===== src/rtl/dmem_arb_pkg.sv =====
// Shared types and default widths for the data-memory arbiter.
package dmem_arb_pkg;

    localparam int unsigned ADDR_W_DEF   = 8;
    localparam int unsigned DATA_W_DEF   = 8;
    localparam int unsigned LOCK_MAX_DEF = 16;
    localparam int unsigned STAT_W       = 16;

    typedef enum logic [1:0] {
        ARB_IDLE = 2'd0,
        ARB_CORE = 2'd1,
        ARB_HOST = 2'd2,
        ARB_LOCK = 2'd3
    } arb_state_t;

    typedef enum logic {
        OWN_CORE = 1'b0,
        OWN_HOST = 1'b1
    } owner_t;

    // Saturating increment for the statistics counters.
    function automatic logic [STAT_W-1:0] sat_inc(input logic [STAT_W-1:0] v, input logic en);
        return (en && (v != '1)) ? v + STAT_W'(1) : v;
    endfunction

endpackage


===== src/rtl/dmem_arb_rdreg.sv =====
// Per-requester load-return register: rvalid one cycle after a load grant,
// rdata captured at the grant edge and held until the next load.
module dmem_arb_rdreg #(
    parameter int unsigned DATA_W = 8
) (
    input  logic              clk_i,
    input  logic              rst_ni,
    input  logic              load_i,
    input  logic [DATA_W-1:0] rdata_i,
    output logic              rvalid_o,
    output logic [DATA_W-1:0] rdata_o
);

    logic              rvalid_q;
    logic [DATA_W-1:0] rdata_q;

    // Capture memory read data on a load grant; drop any pending valid on reset.
    always_ff @(posedge clk_i or negedge rst_ni) begin
        if (!rst_ni) begin
            rvalid_q <= 1'b0;
            rdata_q  <= '0;
        end else begin
            rvalid_q <= load_i;
            if (load_i) begin
                rdata_q <= rdata_i;
            end
        end
    end

    assign rvalid_o = rvalid_q;
    assign rdata_o  = rdata_q;

endmodule


===== src/rtl/dmem_arbiter.sv =====
// Round-robin arbiter sharing data_mem between the core and the host port,
// with a host burst lock bounded by LOCK_MAX consecutive grants.
// Optional statistics counters: define DMEM_ARB_STATS_EN.
module dmem_arbiter
    import dmem_arb_pkg::*;
#(
    parameter int unsigned ADDR_W   = ADDR_W_DEF,
    parameter int unsigned DATA_W   = DATA_W_DEF,
    parameter int unsigned LOCK_MAX = LOCK_MAX_DEF
) (
    input  logic              CLK,
    input  logic              reset_n,
    input  logic              core_req,
    input  logic              core_we,
    input  logic [ADDR_W-1:0] core_addr,
    input  logic [DATA_W-1:0] core_wdata,
    output logic              core_gnt,
    output logic              core_stall,
    output logic              core_rvalid,
    output logic [DATA_W-1:0] core_rdata,
    input  logic              host_req,
    input  logic              host_we,
    input  logic [ADDR_W-1:0] host_addr,
    input  logic [DATA_W-1:0] host_wdata,
    input  logic              host_lock,
    output logic              host_gnt,
    output logic              host_rvalid,
    output logic [DATA_W-1:0] host_rdata,
    output logic [ADDR_W-1:0] mem_addr,
    output logic              mem_we,
    output logic [DATA_W-1:0] mem_wdata,
`ifdef DMEM_ARB_STATS_EN
    output logic [15:0]       conflict_cnt,
    output logic [15:0]       core_wait_cnt,
`endif
    input  logic [DATA_W-1:0] mem_rdata
);

    localparam int unsigned     CNT_W    = $clog2(LOCK_MAX + 1);
    localparam logic [CNT_W-1:0] LOCK_LIM = CNT_W'(LOCK_MAX);

    arb_state_t       state_q, state_d;
    owner_t           owner_q, owner_d;
    logic [CNT_W-1:0] lock_cnt_q, lock_cnt_d;

    logic core_gnt_c, host_gnt_c;
    logic rr_core_c, rr_host_c;

    // Arbitration state, last owner and lock counter.
    always_ff @(posedge CLK or negedge reset_n) begin
        if (!reset_n) begin
            state_q    <= ARB_IDLE;
            owner_q    <= OWN_HOST;
            lock_cnt_q <= '0;
        end else begin
            state_q    <= state_d;
            owner_q    <= owner_d;
            lock_cnt_q <= lock_cnt_d;
        end
    end

    // Grant decision and next state: locked host ownership, else round-robin.
    always_comb begin
        state_d    = state_q;
        owner_d    = owner_q;
        lock_cnt_d = lock_cnt_q;
        core_gnt_c = 1'b0;
        host_gnt_c = 1'b0;

        // Round-robin: a lone requester wins; on conflict the non-last owner wins.
        rr_core_c = core_req & (~host_req | (owner_q == OWN_HOST));
        rr_host_c = host_req & ~rr_core_c;

        if ((state_q == ARB_LOCK) && host_lock) begin
            if (core_req && (lock_cnt_q >= LOCK_LIM)) begin
                core_gnt_c = 1'b1;
                state_d    = ARB_CORE;
                owner_d    = OWN_CORE;
                lock_cnt_d = '0;
            end else if (host_req) begin
                host_gnt_c = 1'b1;
                if (lock_cnt_q < LOCK_LIM) begin
                    lock_cnt_d = lock_cnt_q + CNT_W'(1);
                end
            end
        end else begin
            core_gnt_c = rr_core_c;
            host_gnt_c = rr_host_c;
            if (rr_core_c) begin
                state_d    = ARB_CORE;
                owner_d    = OWN_CORE;
                lock_cnt_d = '0;
            end else if (rr_host_c) begin
                owner_d = OWN_HOST;
                if (host_lock) begin
                    state_d    = ARB_LOCK;
                    lock_cnt_d = CNT_W'(1);
                end else begin
                    state_d    = ARB_HOST;
                    lock_cnt_d = '0;
                end
            end else begin
                state_d    = ARB_IDLE;
                lock_cnt_d = '0;
            end
        end
    end

    // Grants and write enable are gated by reset so an in-flight access aborts at once.
    assign core_gnt   = core_gnt_c & reset_n;
    assign host_gnt   = host_gnt_c & reset_n;
    assign core_stall = core_req & ~core_gnt;
    assign mem_we     = (core_gnt & core_we) | (host_gnt & host_we);
    assign mem_addr   = host_gnt_c ? host_addr  : core_addr;
    assign mem_wdata  = host_gnt_c ? host_wdata : core_wdata;

    dmem_arb_rdreg #(.DATA_W(DATA_W)) u_core_rd (
        .clk_i    (CLK),
        .rst_ni   (reset_n),
        .load_i   (core_gnt & ~core_we),
        .rdata_i  (mem_rdata),
        .rvalid_o (core_rvalid),
        .rdata_o  (core_rdata)
    );

    dmem_arb_rdreg #(.DATA_W(DATA_W)) u_host_rd (
        .clk_i    (CLK),
        .rst_ni   (reset_n),
        .load_i   (host_gnt & ~host_we),
        .rdata_i  (mem_rdata),
        .rvalid_o (host_rvalid),
        .rdata_o  (host_rdata)
    );

`ifdef DMEM_ARB_STATS_EN
    logic [STAT_W-1:0] conflict_q, wait_q;

    // Saturating counts of request conflicts and core stall cycles.
    always_ff @(posedge CLK or negedge reset_n) begin
        if (!reset_n) begin
            conflict_q <= '0;
            wait_q     <= '0;
        end else begin
            conflict_q <= sat_inc(conflict_q, core_req & host_req);
            wait_q     <= sat_inc(wait_q, core_stall);
        end
    end

    assign conflict_cnt  = conflict_q;
    assign core_wait_cnt = wait_q;
`endif

endmodule


===== config.mk =====
export PLATFORM = sky130hd
export DESIGN_NAME = dmem_arbiter
export DESIGN_NICKNAME = d
export VERILOG_FILES = /design/src/rtl/dmem_arb_pkg.sv /design/src/rtl/dmem_arb_rdreg.sv /design/src/rtl/dmem_arbiter.sv
export SDC_FILE = /design/constraint.sdc
export NUM_CORES = 1
export LEC_CHECK = 0
export CAP_MARGIN = 20
export CORE_UTILIZATION = 39
export CTS_CLUSTER_DIAMETER = 60
export DETAILED_ROUTE_END_ITERATION = 16
export GPL_TIMING_DRIVEN = 0
export PLACE_DENSITY_LB_ADDON = 0.2
export SLEW_MARGIN = 20
export SYNTH_ARGS = -nofsm -noshare
export SYNTH_HDL_FRONTEND = slang
export SYNTH_SLANG_ARGS = --single-unit

===== constraint.sdc =====
create_clock -name CLK -period 4.4 [get_ports CLK]
set_clock_uncertainty 0.15 [all_clocks]
set_input_delay 0.88 -clock CLK [delete_from_list [all_inputs] [get_ports CLK]]
set_output_delay 0.88 -clock CLK [all_outputs]
set_load 0.1 [all_outputs]

==> impl_metrics.json <==
{
  "vias_per_cell": 4.90,
  "crit_family": "buffers and inverters",
  "ioPinCount": 85,
  "grt_util_all_layers": 0.198,
  "required_ns": 3.37,
  "synth_area_mm2": 0.00132,
  "synth_most_common_cell": "mux2_2",
  "seq_power_share": 0.262,
  "critPathKind": "primary input to primary output",
  "antenna_found_initial": 0,
  "crit_arrival_ns": 3.26,
  "p_int_uw": 562,
  "ys_seq_area_frac": 0.495,
  "cts_tree": "built",
  "synth_top_cell_area_share": 0.475,
  "drtIter0Drc": 94,
  "ctsHtreeMaxLevel": 1,
  "setup-violations-final": 0,
  "power_frac_comb": 0.604,
  "period_share": 0.975,
  "grt_pass1_wl_mm": 5.43,
  "crit_path_frequent_cell": "clkdlybuf4s50_1",
  "start_kind": "primary input",
  "ir_worst_vdd_mv": 0.381,
  "drcViolationCount": 0,
  "switchingPower_uw": 636,
  "drive_gt1_frac": 0.332,
  "worst_pin_slew_ns": 1.00,
  "cp_num_buf_inv": 3,
  "ctsRootBufferMaster": "clkbuf_4",
  "timing.fmax_ghz": 0.233,
  "insertedDiodeCount": 0,
  "clock_latency_ns": 0.31,
  "relSlewSlack": 0.329,
  "syn_avg_cell_area_um2": 12.8,
  "synthFlopType": "dfrtp_1",
  "drt_pass1_iterations": 4,
  "avgRoutedWirePerCell_um": 15.2,
  "synth.area.top_cells": "dfrtp_1 48%, mux2_2 27%, nand2_1 2.9%",
  "first_global_vias": 1211,
  "cts_sinks": 26,
  "min_period_ns": 4.29,
  "ant_nets": 0,
  "status": "finished clean",
  "post-route-cell-area_mm2": 0.00222,
  "ys_top_cells_by_count": "32 x mux2_2, 25 x dfrtp_1, 10 x nand2_1",
  "hpwl_mm": 2.81,
  "numCtsBuffers": 3,
  "vias": 1147,
  "post_dp_cell_area_mm2": 0.00221,
  "crit_path_end_kind": "primary output",
  "cp_max_fo": 7,
  "cellLeakagePower_uw": 0.000929,
  "holdCritPathClass": "flop to flop",
  "core-area_mm2": 0.00313,
  "clkPwrFrac": 0.135,
  "critPathMaxStageDelay_ns": 1.17,
  "swShare": 0.531,
  "worst_slack_ns": 0.109,
  "area_growth_pct": 68.9,
  "crit_slowest_cell": "clkdlybuf4s50_1",
  "clock_path_buffers": 2,
  "synth_seq_cells": 26,
  "rsz0062_at_grt": "false",
  "synthDistinctLibCells": 29,
  "synthesis.nets": 151,
  "worstPathCellList": "clkdlybuf4s50_1 -> nand2_1 -> and4_1 -> buf_4 -> nor3_4 -> clkdlybuf4s50_1",
  "yosysTopAreaCell": "dfrtp_1",
  "clkSlewWorstSetupHoldPaths_ns": 0.14,
  "fin_cells": 234,
  "overflow": 0,
  "gp_congestion": 0.785,
  "power_density_mw_per_mm2": 539,
  "ctsHoldBuffers": 0,
  "start_util": 0.421,
  "dpl_worst_slack_ns": -0.383,
  "synth_edf_count": 0,
  "fin_nets": 239,
  "utilization": 0.711,
  "io_buffers": 83,
  "die_w_um": 60.1,
  "async_flop_share": 1.00,
  "die_y_um": 60.1,
  "die_area_mm2": 0.00361,
  "netlist_instances": 103,
  "wl_mm": 3.55,
  "yosys_warnings": 0,
  "slew_viol_final": 0,
  "grt_max_degree": 29,
  "placedCellCount": 230,
  "tns_ns": 0,
  "hold_viol_final": 0,
  "fp-row-count": 20,
  "maxCapViolCount": 0
}
==> cell families after synthesis <==
| logic type | Yosys count | share of synthesized area |
|---|---|---|
| multiplexers | 33 | 0.281 |
| AND/OR/NAND/NOR | 26 | 0.106 |
| flip-flops | 26 | 0.495 |
| AO/OA/AOI/OAI | 10 | 0.0694 |
| buffers and inverters | 5 | 0.0257 |
| XOR/XNOR | 2 | 0.0133 |
| adder cells (fa/ha/maj) | 1 | 0.00950 |
==> stage by stage <==
stage / hold WS [ns] / power [uW]
detailed placement: 0.345 / 1050
finish: 0.371 / 1200
floorplan: 0.304 / 864
global route: 0.380 / 1230
CTS: 0.368 / 1210
global placement: 0.321 / 1050
==> area by class of cell <==
type	instances	area, um2
Buffer	3	26.3
Multi-Input combinational cell	72	642
Timing Repair Buffer	83	788
Clock inverter	1	30.0
Clock buffer	3	22.5
Sequential cell	26	652
Fill cell	244	905
Tap cell	44	55.1
Inverter	2	7.51
==> sequential cells by signal, summed over array words and instances (netlist names) <==
| signal | flops |
|---|---|
| owner_q | 1 |
| u_core_rd.rvalid_o | 1 |
| state_q | 2 |
| lock_cnt_q | 5 |
| u_host_rd.rdata_o | 8 |
| u_core_rd.rdata_o | 8 |
| u_host_rd.rvalid_o | 1 |
==> worst min-delay path, cell delays in order, from the launching register on <==
cell and delay [ns]:
dfstp_2 0.40, o21ai_0 0.07, nand2_1 0.07
==> path summary, 6_finish.rpt <==
path	startpoint	to	slack (ns)	cells after the start
max reg2reg	owner_q	u_core_rd.rdata_o[5]	2.21	4
min in group asynchronous	reset_n	state_q[0]	0.40	1
min reg2reg	owner_q	owner_q	0.37	2
max in group asynchronous	reset_n	u_host_rd.rdata_o[1]	3.31	1
min	owner_q	owner_q	0.37	2
max	core_req	core_gnt	0.11	6
==> power by group through the flow <==
stage,registers (uW),clock network [uW],logic (uW)
after floorplan,635,0,229
after global placement,315,0,731
after detailed placement,318,0,736
after CTS,314,165,729
after global routing,320,173,742
final,313,162,724
==> layer usage <==
layer	GRT usage	wire (um)	share of wire
met3	0.0455	146	0.041
met4	0.0233	0	0
met1	0.250	1470	0.41
met2	0.352	1940	0.55
met5	0	0	0
==> repair_timing <==
action	4_1_cts	5_1_grt
gates resized for setup	35	18
pin swaps	0	0
cloned	0	0
endpoints found under the setup margin	19	9
setup buffers	0	0
==> cells in the final DEF (no fill, tap or decap), types with 2 or more instances in the layout <==
| cell | Yosys | final |
|---|---|---|
| inv_1 | 2 | 2 |
| clkbuf_2 | 0 | 9 |
| xor2_1 | 2 | 2 |
| clkdlybuf4s50_1 | 0 | 63 |
| clkbuf_4 | 0 | 3 |
| mux2_2 | 32 | 32 |
| nand4_1 | 2 | 2 |
| dlygate4sd2_1 | 0 | 2 |
| dfrtp_1 | 25 | 25 |
| nand2_1 | 10 | 10 |
| nor2_1 | 6 | 6 |
| clkdlybuf4s15_2 | 0 | 8 |
| nor2b_1 | 2 | 2 |
| buf_4 | 2 | 2 |
Power figures use the tool's default switching activity.
